$ cat config.mk
export PLATFORM = sky130hd
export DESIGN_NAME = pipeline_hazard_ctrl
export DESIGN_NICKNAME = d
export VERILOG_FILES = /design/src/rtl/pipeline_hazard_ctrl.sv
export SDC_FILE = /design/constraint.sdc
export NUM_CORES = 1
export LEC_CHECK = 0
export ABC_AREA = 1
export BUFFER_PORTS_ARGS = -buffer_cell sky130_fd_sc_hd__buf_4
export CAP_MARGIN = 30
export CORE_UTILIZATION = 50
export CTS_BUF_LIST = sky130_fd_sc_hd__clkbuf_4 sky130_fd_sc_hd__clkbuf_8
export DETAILED_ROUTE_END_ITERATION = 6
export HOLD_SLACK_MARGIN = 0.03
export PLACE_DENSITY = 0.79
export SYNTH_ARGS = -nofsm -noshare
export SYNTH_HDL_FRONTEND = slang
export SYNTH_SLANG_ARGS = --single-unit
$ cat constraint.sdc
create_clock -name clk -period 2.52 [get_ports clk]
set_clock_uncertainty 0.2 [all_clocks]
set_input_delay 0.252 -clock clk [delete_from_list [all_inputs] [get_ports clk]]
set_output_delay 0.252 -clock clk [all_outputs]
set_load 0.005 [all_outputs]
$ cat src/rtl/pipeline_hazard_ctrl.sv
// rtl/pipeline_hazard_ctrl.sv - load-use stall, branch flush and memory-wait freeze control for the 5-stage pipe
module pipeline_hazard_ctrl #(
    parameter int FLUSH_CYCLES = 1,
    parameter int TIMEOUT      = 255,
    parameter int CNT_W        = 16
) (
    input  logic             clk,
    input  logic             reset,
    input  logic [31:0]      IF_ID_Instruction,
    input  logic [31:0]      ID_EX_Instruction,
    input  logic             ID_EX_MemRead,
    input  logic             EX_BranchTaken,
    input  logic             MEM_Busy,
    output logic             PCWrite,
    output logic             IF_ID_Write,
    output logic             IF_ID_Flush,
    output logic             ID_EX_Flush,
    output logic             PipeFreeze,
    output logic [1:0]       State,
    output logic [CNT_W-1:0] Stall_Count,
    output logic [CNT_W-1:0] Flush_Count,
    output logic             Timeout_Err
);

    localparam int FC_W   = (FLUSH_CYCLES > 1) ? $clog2(FLUSH_CYCLES) : 1;
    localparam int WAIT_W = $clog2(TIMEOUT + 1);
    localparam logic [FC_W-1:0]   FC_RELOAD = FC_W'(FLUSH_CYCLES - 1);
    localparam logic [WAIT_W-1:0] WAIT_MAX  = WAIT_W'(TIMEOUT);

    typedef enum logic [1:0] {
        ST_RUN      = 2'b00,
        ST_FLUSH    = 2'b01,
        ST_MEM_WAIT = 2'b10,
        ST_BAD      = 2'b11
    } state_t;

    state_t            state_q;
    state_t            ret_q;
    state_t            act_state;
    logic [FC_W-1:0]   fcnt_q;
    logic [WAIT_W-1:0] wait_q;
    logic [WAIT_W-1:0] wait_nxt;

    logic [6:0] opcode;
    logic [4:0] rs1;
    logic [4:0] rs2;
    logic [4:0] rd;
    logic       rs1_used;
    logic       rs2_used;
    logic       load_use;
    logic       unused_bits;

    assign opcode = IF_ID_Instruction[6:0];
    assign rs1    = IF_ID_Instruction[19:15];
    assign rs2    = IF_ID_Instruction[24:20];
    assign rd     = ID_EX_Instruction[11:7];

    assign rs1_used = !((opcode == 7'b0110111) || (opcode == 7'b0010111) || (opcode == 7'b1101111));
    assign rs2_used = (opcode == 7'b0110011) || (opcode == 7'b0100011) || (opcode == 7'b1100011);
    assign load_use = ID_EX_MemRead && (rd != 5'd0) &&
                      ((rs1_used && (rd == rs1)) || (rs2_used && (rd == rs2)));

    assign unused_bits = ^{IF_ID_Instruction[31:25], IF_ID_Instruction[14:7],
                           ID_EX_Instruction[31:12], ID_EX_Instruction[6:0]};

    // The cycle MEM_Busy drops in MEM_WAIT behaves fully as the state being returned to.
    assign act_state = ((state_q == ST_MEM_WAIT) && !MEM_Busy) ? ret_q : state_q;

    assign wait_nxt = (act_state != ST_MEM_WAIT) ? WAIT_W'(1) :
                      (wait_q == WAIT_MAX)       ? wait_q     : wait_q + WAIT_W'(1);

    assign State = state_q;

    always_comb begin
        PCWrite     = 1'b1;
        IF_ID_Write = 1'b1;
        IF_ID_Flush = 1'b0;
        ID_EX_Flush = 1'b0;
        PipeFreeze  = 1'b0;
        if (!reset) begin
            case (act_state)
                ST_RUN: begin
                    if (MEM_Busy) begin
                        PipeFreeze  = 1'b1;
                        PCWrite     = 1'b0;
                        IF_ID_Write = 1'b0;
                    end else if (EX_BranchTaken) begin
                        IF_ID_Flush = 1'b1;
                        ID_EX_Flush = 1'b1;
                    end else if (load_use) begin
                        PCWrite     = 1'b0;
                        IF_ID_Write = 1'b0;
                        ID_EX_Flush = 1'b1;
                    end
                end
                ST_FLUSH: begin
                    if (MEM_Busy) begin
                        PipeFreeze  = 1'b1;
                        PCWrite     = 1'b0;
                        IF_ID_Write = 1'b0;
                    end else begin
                        IF_ID_Flush = 1'b1;
                        ID_EX_Flush = EX_BranchTaken;
                    end
                end
                ST_MEM_WAIT: begin
                    PipeFreeze  = 1'b1;
                    PCWrite     = 1'b0;
                    IF_ID_Write = 1'b0;
                end
                default: ;
            endcase
        end
    end

    always_ff @(posedge clk or posedge reset) begin
        if (reset) begin
            state_q     <= ST_RUN;
            ret_q       <= ST_RUN;
            fcnt_q      <= '0;
            wait_q      <= '0;
            Stall_Count <= '0;
            Flush_Count <= '0;
            Timeout_Err <= 1'b0;
        end else begin
            wait_q <= '0;
            if (MEM_Busy && (act_state != ST_BAD)) begin
                wait_q <= wait_nxt;
                if (wait_nxt == WAIT_MAX) Timeout_Err <= 1'b1;
            end
            case (act_state)
                ST_RUN: begin
                    if (MEM_Busy) begin
                        ret_q   <= ST_RUN;
                        state_q <= ST_MEM_WAIT;
                    end else if (EX_BranchTaken) begin
                        if (Flush_Count != '1) Flush_Count <= Flush_Count + CNT_W'(1);
                        if (FLUSH_CYCLES > 1) begin
                            fcnt_q  <= FC_RELOAD;
                            state_q <= ST_FLUSH;
                        end else begin
                            state_q <= ST_RUN;
                        end
                    end else begin
                        if (load_use && (Stall_Count != '1)) Stall_Count <= Stall_Count + CNT_W'(1);
                        state_q <= ST_RUN;
                    end
                end
                ST_FLUSH: begin
                    if (MEM_Busy) begin
                        ret_q   <= ST_FLUSH;
                        state_q <= ST_MEM_WAIT;
                    end else if (EX_BranchTaken) begin
                        if (Flush_Count != '1) Flush_Count <= Flush_Count + CNT_W'(1);
                        fcnt_q  <= FC_RELOAD;
                        state_q <= ST_FLUSH;
                    end else if ((fcnt_q == FC_W'(1)) || (fcnt_q == '0)) begin
                        state_q <= ST_RUN;
                    end else begin
                        fcnt_q  <= fcnt_q - FC_W'(1);
                        state_q <= ST_FLUSH;
                    end
                end
                ST_MEM_WAIT: state_q <= ST_MEM_WAIT;
                default:     state_q <= ST_RUN;
            endcase
        end
    end

endmodule

==> reports/results.tsv, run 1 <==
metric	value	unit
Clk Latency, worst-skew pair	0.30	ns
Area Growth Syn to Fin	25.7	%
Mapped Cells	391	
I/O Pins	109	
Hold WC Path Type	input port to flip-flop	
largest net degree at the start of global routing	29	
Final setup viols	0	
Synth Flop Type	dfrtp_1	
total power divided by cell area	503	nW/um^2
Period Utilization, post-route	87.6	%
crit-path max cell delay	0.44	ns
core area	5200	um^2
Non-Filler Instances	537	
Slew @ Worst Pin	0.361	ns
asr flop ratio synth	100	%
Synth area leader	dfrtp_1	
commonest non-fill, non-tap cell in the layout	nand2_1	
1st-pass router iterations	4	
DIE WIDTH	76.2	um
Worst VDD drop	0.536	mV
vias in the first global route	2572	
GP Congestion	0.825	
top cells by area, synth	dfrtp_1 (40%), nand2_1 (14%), inv_1 (9.1%), nor2_1 (7.5%), nand3_1 (4.0%)	
#FFs+latches synth	44	
CTS tree	yes	
worst path bufs/invs	3	
RSZ-0062 raised after global routing	no	
Gates resized, CTS repair	0	
Critical Path Source Type	flip-flop	
CTS sink count	44	
Row Count	26	
final instance area	3460	um^2
layout cells sized above 1	20.3	%
Area after DPL	3340	um^2
fmax	453	MHz
Critical Path AT	1.75	ns
most frequent cells in the layout	nand2_1 (103), buf_4 (70), inv_1 (67)	
crit end category	output port	
WP data required	2.07	ns
Setup TNS	0	ns
crit-path cells	o21a_1, nor2_1, inv_1, nor2_1, inv_1, a21oi_1, buf_4	
routed vias/inst	4.97	
final-report hold violation count	0	
initial core utilization	52.9	%
1st-iter DRT viols	166	
share of the synthesized area in the top cell type	40.0	%
Root Buffer	clkbuf_8	
synthesized net count	463	
Port-buffer cells	66	
max cap viols	0	
Longest Clk Path Bufs	2	
Post-DP HPWL	4800	um
clk slew on worst S/H paths	0.08	ns
routed wire length per instance	11.5	um
max-slew violation count	0	
Ys Warns	0	
antenna-violating nets left	0	
Crit path max-delay family	flip-flops	
diode count	0	
WL final	6190	um
status	completed	
EDFF count, synth	0	
Setup CP Type	flip-flop to output port	
Remaining DRCs	0	
post-synthesis sequential area ratio	40.0	%
GR Overflow Total	0	
global-route wire length before repair	10900	um
headroom to the max-slew limit	75.9	%
Netlist cell types	29	
gr usage total	23.0	%
routed via count	2668	
min Tclk post-route	2.21	ns
leakage	1.89	nW
initial antenna violation count	0	
Die Footprint	5800	um^2
die height	76.2	um
Inst Count DP	528	
CTS Buf Count	5	
# H-tree levels	2	
area of the mapped netlist	2750	um^2
synthesized area per cell	7.04	um^2
CP Max Fanout	5	
Final nets	538	
Slowest-stage cell, CP	dfrtp_1	
kinds of logic (layout without fill, tap and decap cells):
family                     Yosys count  in the layout  share of synthesized area [%]
and+or+nand+nor                    225            225                           36.0
adders and majority gates            3              3                           1.36
muxes                                1              1                          0.409
xor gates and xnor gates            20             20                           6.37
AOI/OAI and AO/OA                   26             26                           5.50
buffers and inverters               72            148                           10.4
DFF                                 44             44                           40.0
power breakdown:
part / internal (W) / switching, W / leakage [nW]
logic: 0.000174 / 0.000175 / 1.28
registers: 0.000764 / 0.0000788 / 0.549
clock network: 0.000305 / 0.000242 / 0.0586
worst min-delay path, stage by stage:
cell and delay [ns]:
buf_4 0.13, inv_1 0.16, nor2_1 0.10
sequential cells by signal, indices dropped and copies added, names as in the netlist:
| name | flops |
|---|---|
| Stall_Count | 16 |
| Flush_Count | 16 |
| ret_q | 1 |
| Timeout_Err | 1 |
| wait_q | 8 |
| State | 2 |
final timing paths:
path,from,to,slack [ns],cells after the start
worst max-delay path,State[0],ID_EX_Flush,0.31,7
worst max register to register,Stall_Count[0],Stall_Count[2],0.34,10
worst min register to register,Timeout_Err,Timeout_Err,0.28,2
max in group asynchronous,reset,Stall_Count[8],1.41,4
worst min-delay path,MEM_Busy,State[1],0.18,3
min in group asynchronous,reset,wait_q[5],0.37,4
cells in the mapped netlist (2+ instances only):
cell type	n
xnor2_1	8
a21oi_1	3
nand3_1	22
nand4_1	12
o21ai_0	17
dfrtp_1	44
ha_1	3
nor2_1	55
xor2_1	12
buf_4	2
a31oi_1	3
nand2_2	4
nor2_2	5
inv_1	67
nand2_1	103
nor3_1	14
or2_2	2
nand3b_1	4
final cells by class:
class,count,area [um^2]
tap,70,87.6
fill,458,1750
inverter,69,259
multi-input combinational,275,1370
sequential,44,1100
clock inverter,2,35.0
timing repair buffer,71,536
clock buffer,6,76.3
through the flow:
stage | worst slack [ns] | hold slack, ns | utilization (%) | power [W]
finish | 0.313 | 0.182 | 66.5 | 0.00174
global route | 0.0855 | 0.206 | 66.5 | 0.00183
CTS | 0.286 | 0.179 | 66.5 | 0.00175
detailed placement | 0.391 | 0.131 | 64.1 | 0.00121
global placement | 0.470 | 0.130 | 64.1 | 0.00119
floorplan | 0.637 | 0.257 | - | 0.00103
routing by layer:
metal | global-route usage (%) | part of all wire, % | vias to the layer above
li1 | - | - | 1369
met1 | 27.9 | 45 | 1229
met2 | 40.6 | 49 | 61
met3 | 3.83 | 4.0 | 9
met4 | 9.42 | 1.6 | 0
met5 | 0 | 0 | -
timing repair:
action | in CTS | in global routing
buffers inserted | 0 | 0
hold buffers | 1 | 0
hold endpoints to repair | 44 | 0
Power figures use the tool's default switching activity.
==> run 2: changes to the inputs <==
--- a/config.mk
+++ b/config.mk
@@ -5,14 +5,14 @@
 export SDC_FILE = /design/constraint.sdc
 export NUM_CORES = 1
 export LEC_CHECK = 0
-export ABC_AREA = 1
 export BUFFER_PORTS_ARGS = -buffer_cell sky130_fd_sc_hd__buf_4
 export CAP_MARGIN = 30
-export CORE_UTILIZATION = 50
+export CORE_UTILIZATION = 49
 export CTS_BUF_LIST = sky130_fd_sc_hd__clkbuf_4 sky130_fd_sc_hd__clkbuf_8
 export DETAILED_ROUTE_END_ITERATION = 6
 export HOLD_SLACK_MARGIN = 0.03
-export PLACE_DENSITY = 0.79
+export PLACE_DENSITY = 0.8
+export SKIP_CTS_REPAIR_TIMING = 1
 export SYNTH_ARGS = -nofsm -noshare
 export SYNTH_HDL_FRONTEND = slang
 export SYNTH_SLANG_ARGS = --single-unit
==> reports/results.tsv, run 2 <==
metric	value	unit	change
status	completed		unchanged
Mapped Cells	254		was 391
gr usage total	21.7	%	was 23.0%
Hold WC Path Type	input port to flip-flop		unchanged
DIE WIDTH	72.5	um	was 76.2 um
vias in the first global route	2029		was 2572
Longest Clk Path Bufs	2		unchanged
leakage	1.47	nW	was 1.89 nW
die height	72.5	um	was 76.2 um
largest net degree at the start of global routing	32		was 29
antenna-violating nets left	0		unchanged
final-report hold violation count	0		unchanged
Row Count	25		was 26
fmax	425	MHz	was 453 MHz
Setup TNS	0	ns	unchanged
routed vias/inst	5.42		was 4.97
CTS sink count	44		unchanged
total power divided by cell area	527	nW/um^2	was 503 nW/um^2
headroom to the max-slew limit	64.8	%	was 75.9%
Critical Path Source Type	input port		was flip-flop
Synth top cells by count	dfrtp_1 (44), xnor2_1 (26), nand3_1 (24), nor2_1 (24), nand2_1 (20)		was nand2_1 (103), inv_1 (67), nor2_1 (55)
post-synthesis sequential area ratio	45.2	%	was 40.0%
Worst VDD drop	0.347	mV	was 0.536 mV
max-slew violation count	0		unchanged
Remaining DRCs	0		unchanged
Post-DP HPWL	4020	um	was 4800 um
commonest non-fill, non-tap cell in the layout	buf_4		was nand2_1
I/O Pins	109		unchanged
routed wire length per instance	13.6	um	was 11.5 um
asr flop ratio synth	100	%	unchanged
top cells by area, synth	dfrtp_1 (45%), xnor2_1 (9.4%), xor2_1 (5.4%), nand3_1 (4.9%), nor2_1 (3.7%)		was dfrtp_1 (40%), nand2_1 (14%), inv_1 (9.1%), nor2_1 (7.5%), nand3_1 (4.0%)
Die Footprint	5250	um^2	was 5800 um^2
WL final	5380	um	was 6190 um
multi-input logic area	1270	um^2	was 1370 um^2
CTS tree	yes		unchanged
part of the power in registers	50.4	%	was 48.4%
GP Congestion	0.900		was 0.825
Critical Path AT	2.37	ns	was 1.75 ns
Period Utilization, post-route	93.3	%	was 87.6%
Slew @ Worst Pin	0.523	ns	was 0.361 ns
worst-case reg-to-reg path depth	6		was 10
layout cells sized above 1	26.3	%	was 20.3%
RSZ-0062 raised after global routing	no		unchanged
core area	4750	um^2	was 5200 um^2
Clk Latency, worst-skew pair	0.30	ns	about the same
Power Internal	0.00121	W	was 0.00124 W
FF+latch area	1100	um^2	unchanged
Port-buffer cells	66		unchanged
Final nets	398		was 538
WHS Path Cells	3		unchanged
Switch Pwr	0.000444	W	was 0.000497 W
clk slew on worst S/H paths	0.09	ns	was 0.08 ns
WP data required	2.54	ns	was 2.07 ns
1st-pass router iterations	4		unchanged
largest registers	Flush_Count: 16 flops, Stall_Count: 16 flops, wait_q: 8 flops		unchanged
Setup CP Type	input port to flip-flop		was flip-flop to output port
area of the mapped netlist	2430	um^2	was 2750 um^2
# fillers	412		was 458
CP Max Fanout	9		was 5
Area Growth Syn to Fin	29.0	%	was 25.7%
Final Power	0.00165	W	was 0.00174 W
placement-stage worst setup slack	0.205	ns	was 0.391 ns
GR Overflow Total	0		unchanged
1st-iter DRT viols	87		was 166
synthesized net count	326		was 463
#FFs+latches synth	44		unchanged
Synth Flop Type	dfrtp_1		unchanged
share of the synthesized area in the top cell type	45.2	%	was 40.0%
Final setup viols	0		unchanged
global-route wire length before repair	8940	um	was 10900 um
synthesized area per cell	9.59	um^2	was 7.04 um^2
clock share of power	33.2	%	was 31.5%
crit end category	flip-flop		was output port
diode count	0		unchanged
routed via count	2136		was 2668
worst setup margin	0.169	ns	was 0.313 ns
most frequent cells in the layout	buf_4 (70), dfrtp_1 (44), xnor2_1 (26)		was nand2_1 (103), buf_4 (70), inv_1 (67)
Netlist cell types	41		was 29
combinational power share	16.4	%	was 20.1%
initial antenna violation count	0		unchanged
Root Buffer	clkbuf_8		unchanged
Synth area leader	dfrtp_1		unchanged
most common cell in the netlist	dfrtp_1		was nand2_1
Area after DPL	3010	um^2	was 3340 um^2
CTS Buf Count	5		unchanged
max cap viols	0		unchanged
EDFF count, synth	0		unchanged
# H-tree levels	2		unchanged
min Tclk post-route	2.35	ns	was 2.21 ns
initial core utilization	51.2	%	was 52.9%
Ys Warns	0		unchanged
Switching Fraction	26.8	%	was 28.5%
final instance area	3140	um^2	was 3460 um^2
==> run 2: cell types whose count changed in the layout (fill, tap and decap cells not counted), moves of 4 or more <==
cell	previous run	this run
and3_1	0	7
nand2_1	103	20
nor4_1	0	4
inv_1	67	5
nor2_1	55	24
nor2b_1	0	8
o21ai_0	17	10
xnor2_1	8	26
nor2_2	5	0
and4_1	0	4
nor3_1	14	8
nand2_2	4	0
==> run 2: power by group through the flow <==
stage | registers, W | logic [W] | clock network, W
2_1_floorplan | 0.000836 | 0.000124 | 0
3_3_place_gp | 0.000843 | 0.000264 | 0
3_5_place_dp | 0.000846 | 0.000271 | 0
4_1_cts | 0.000832 | 0.000272 | 0.000562
5_1_grt | 0.000847 | 0.000303 | 0.000588
6_report | 0.000834 | 0.000271 | 0.000550
==> run 2: critical path, stage by stage <==
cell and delay (ns):
dlygate4sd3_1 0.54, buf_4 0.17, nand2b_1 0.17, a21oi_1 0.37, o31ai_4 0.20, nor3_1 0.27
and3_1 0.23, xor2_1 0.18
==> run 2: cell families (layout without fill, tap and decap cells) <==
| group | Yosys count | in the layout | synth area share (%) |
|---|---|---|---|
| multiplexers | 3 | 3 | 1.39 |
| flip-flops | 44 | 44 | 45.2 |
| AND/OR/NAND/NOR | 117 | 117 | 25.0 |
| XOR/XNOR | 41 | 41 | 14.7 |
| AO/OA/AOI/OAI | 33 | 33 | 9.66 |
| adder cells (fa/ha/maj) | 3 | 3 | 1.54 |
| buffers and inverters | 13 | 86 | 2.47 |
==> run 2: per-stage QoR <==
stage               cells  hold slack (ns)  utilization (%)
detailed placement    384           0.0875             63.2
global placement      384           0.0831             63.2
CTS                   392           -0.247             65.7
finish                394           0.0767             66.1
floorplan             254            0.223                -
global route          394           0.0886             66.1
==> run 2: worst paths after layout <==
path / slack (ns) / startpoint / endpoint
min in group asynchronous: 0.31 / reset / Flush_Count[12]
min: 0.08 / EX_BranchTaken / State[0]
min reg2reg: 0.29 / Timeout_Err / Timeout_Err
max reg2reg: 0.37 / Flush_Count[10] / Flush_Count[9]
max: 0.17 / MEM_Busy / Flush_Count[9]
max in group asynchronous: 1.16 / reset / Stall_Count[3]
==> run 2: area by class of cell <==
type | instances | share of cell area (%)
Tap cell | 67 | 2.67
Multi-Input combinational cell | 197 | 40.5
Timing Repair Buffer | 72 | 17.4
Clock buffer | 5 | 2.19
Clock inverter | 3 | 1.47
Sequential cell | 44 | 35.0
Inverter | 6 | 0.717
==> run 2: per-layer routing <==
metal	part of all wire, %	routed length, um	track usage [%]
met1	44	2340	27.5
met2	51	2730	36.6
met3	4.2	228	4.58
met4	1.5	78	8.28
met5	0	0	0
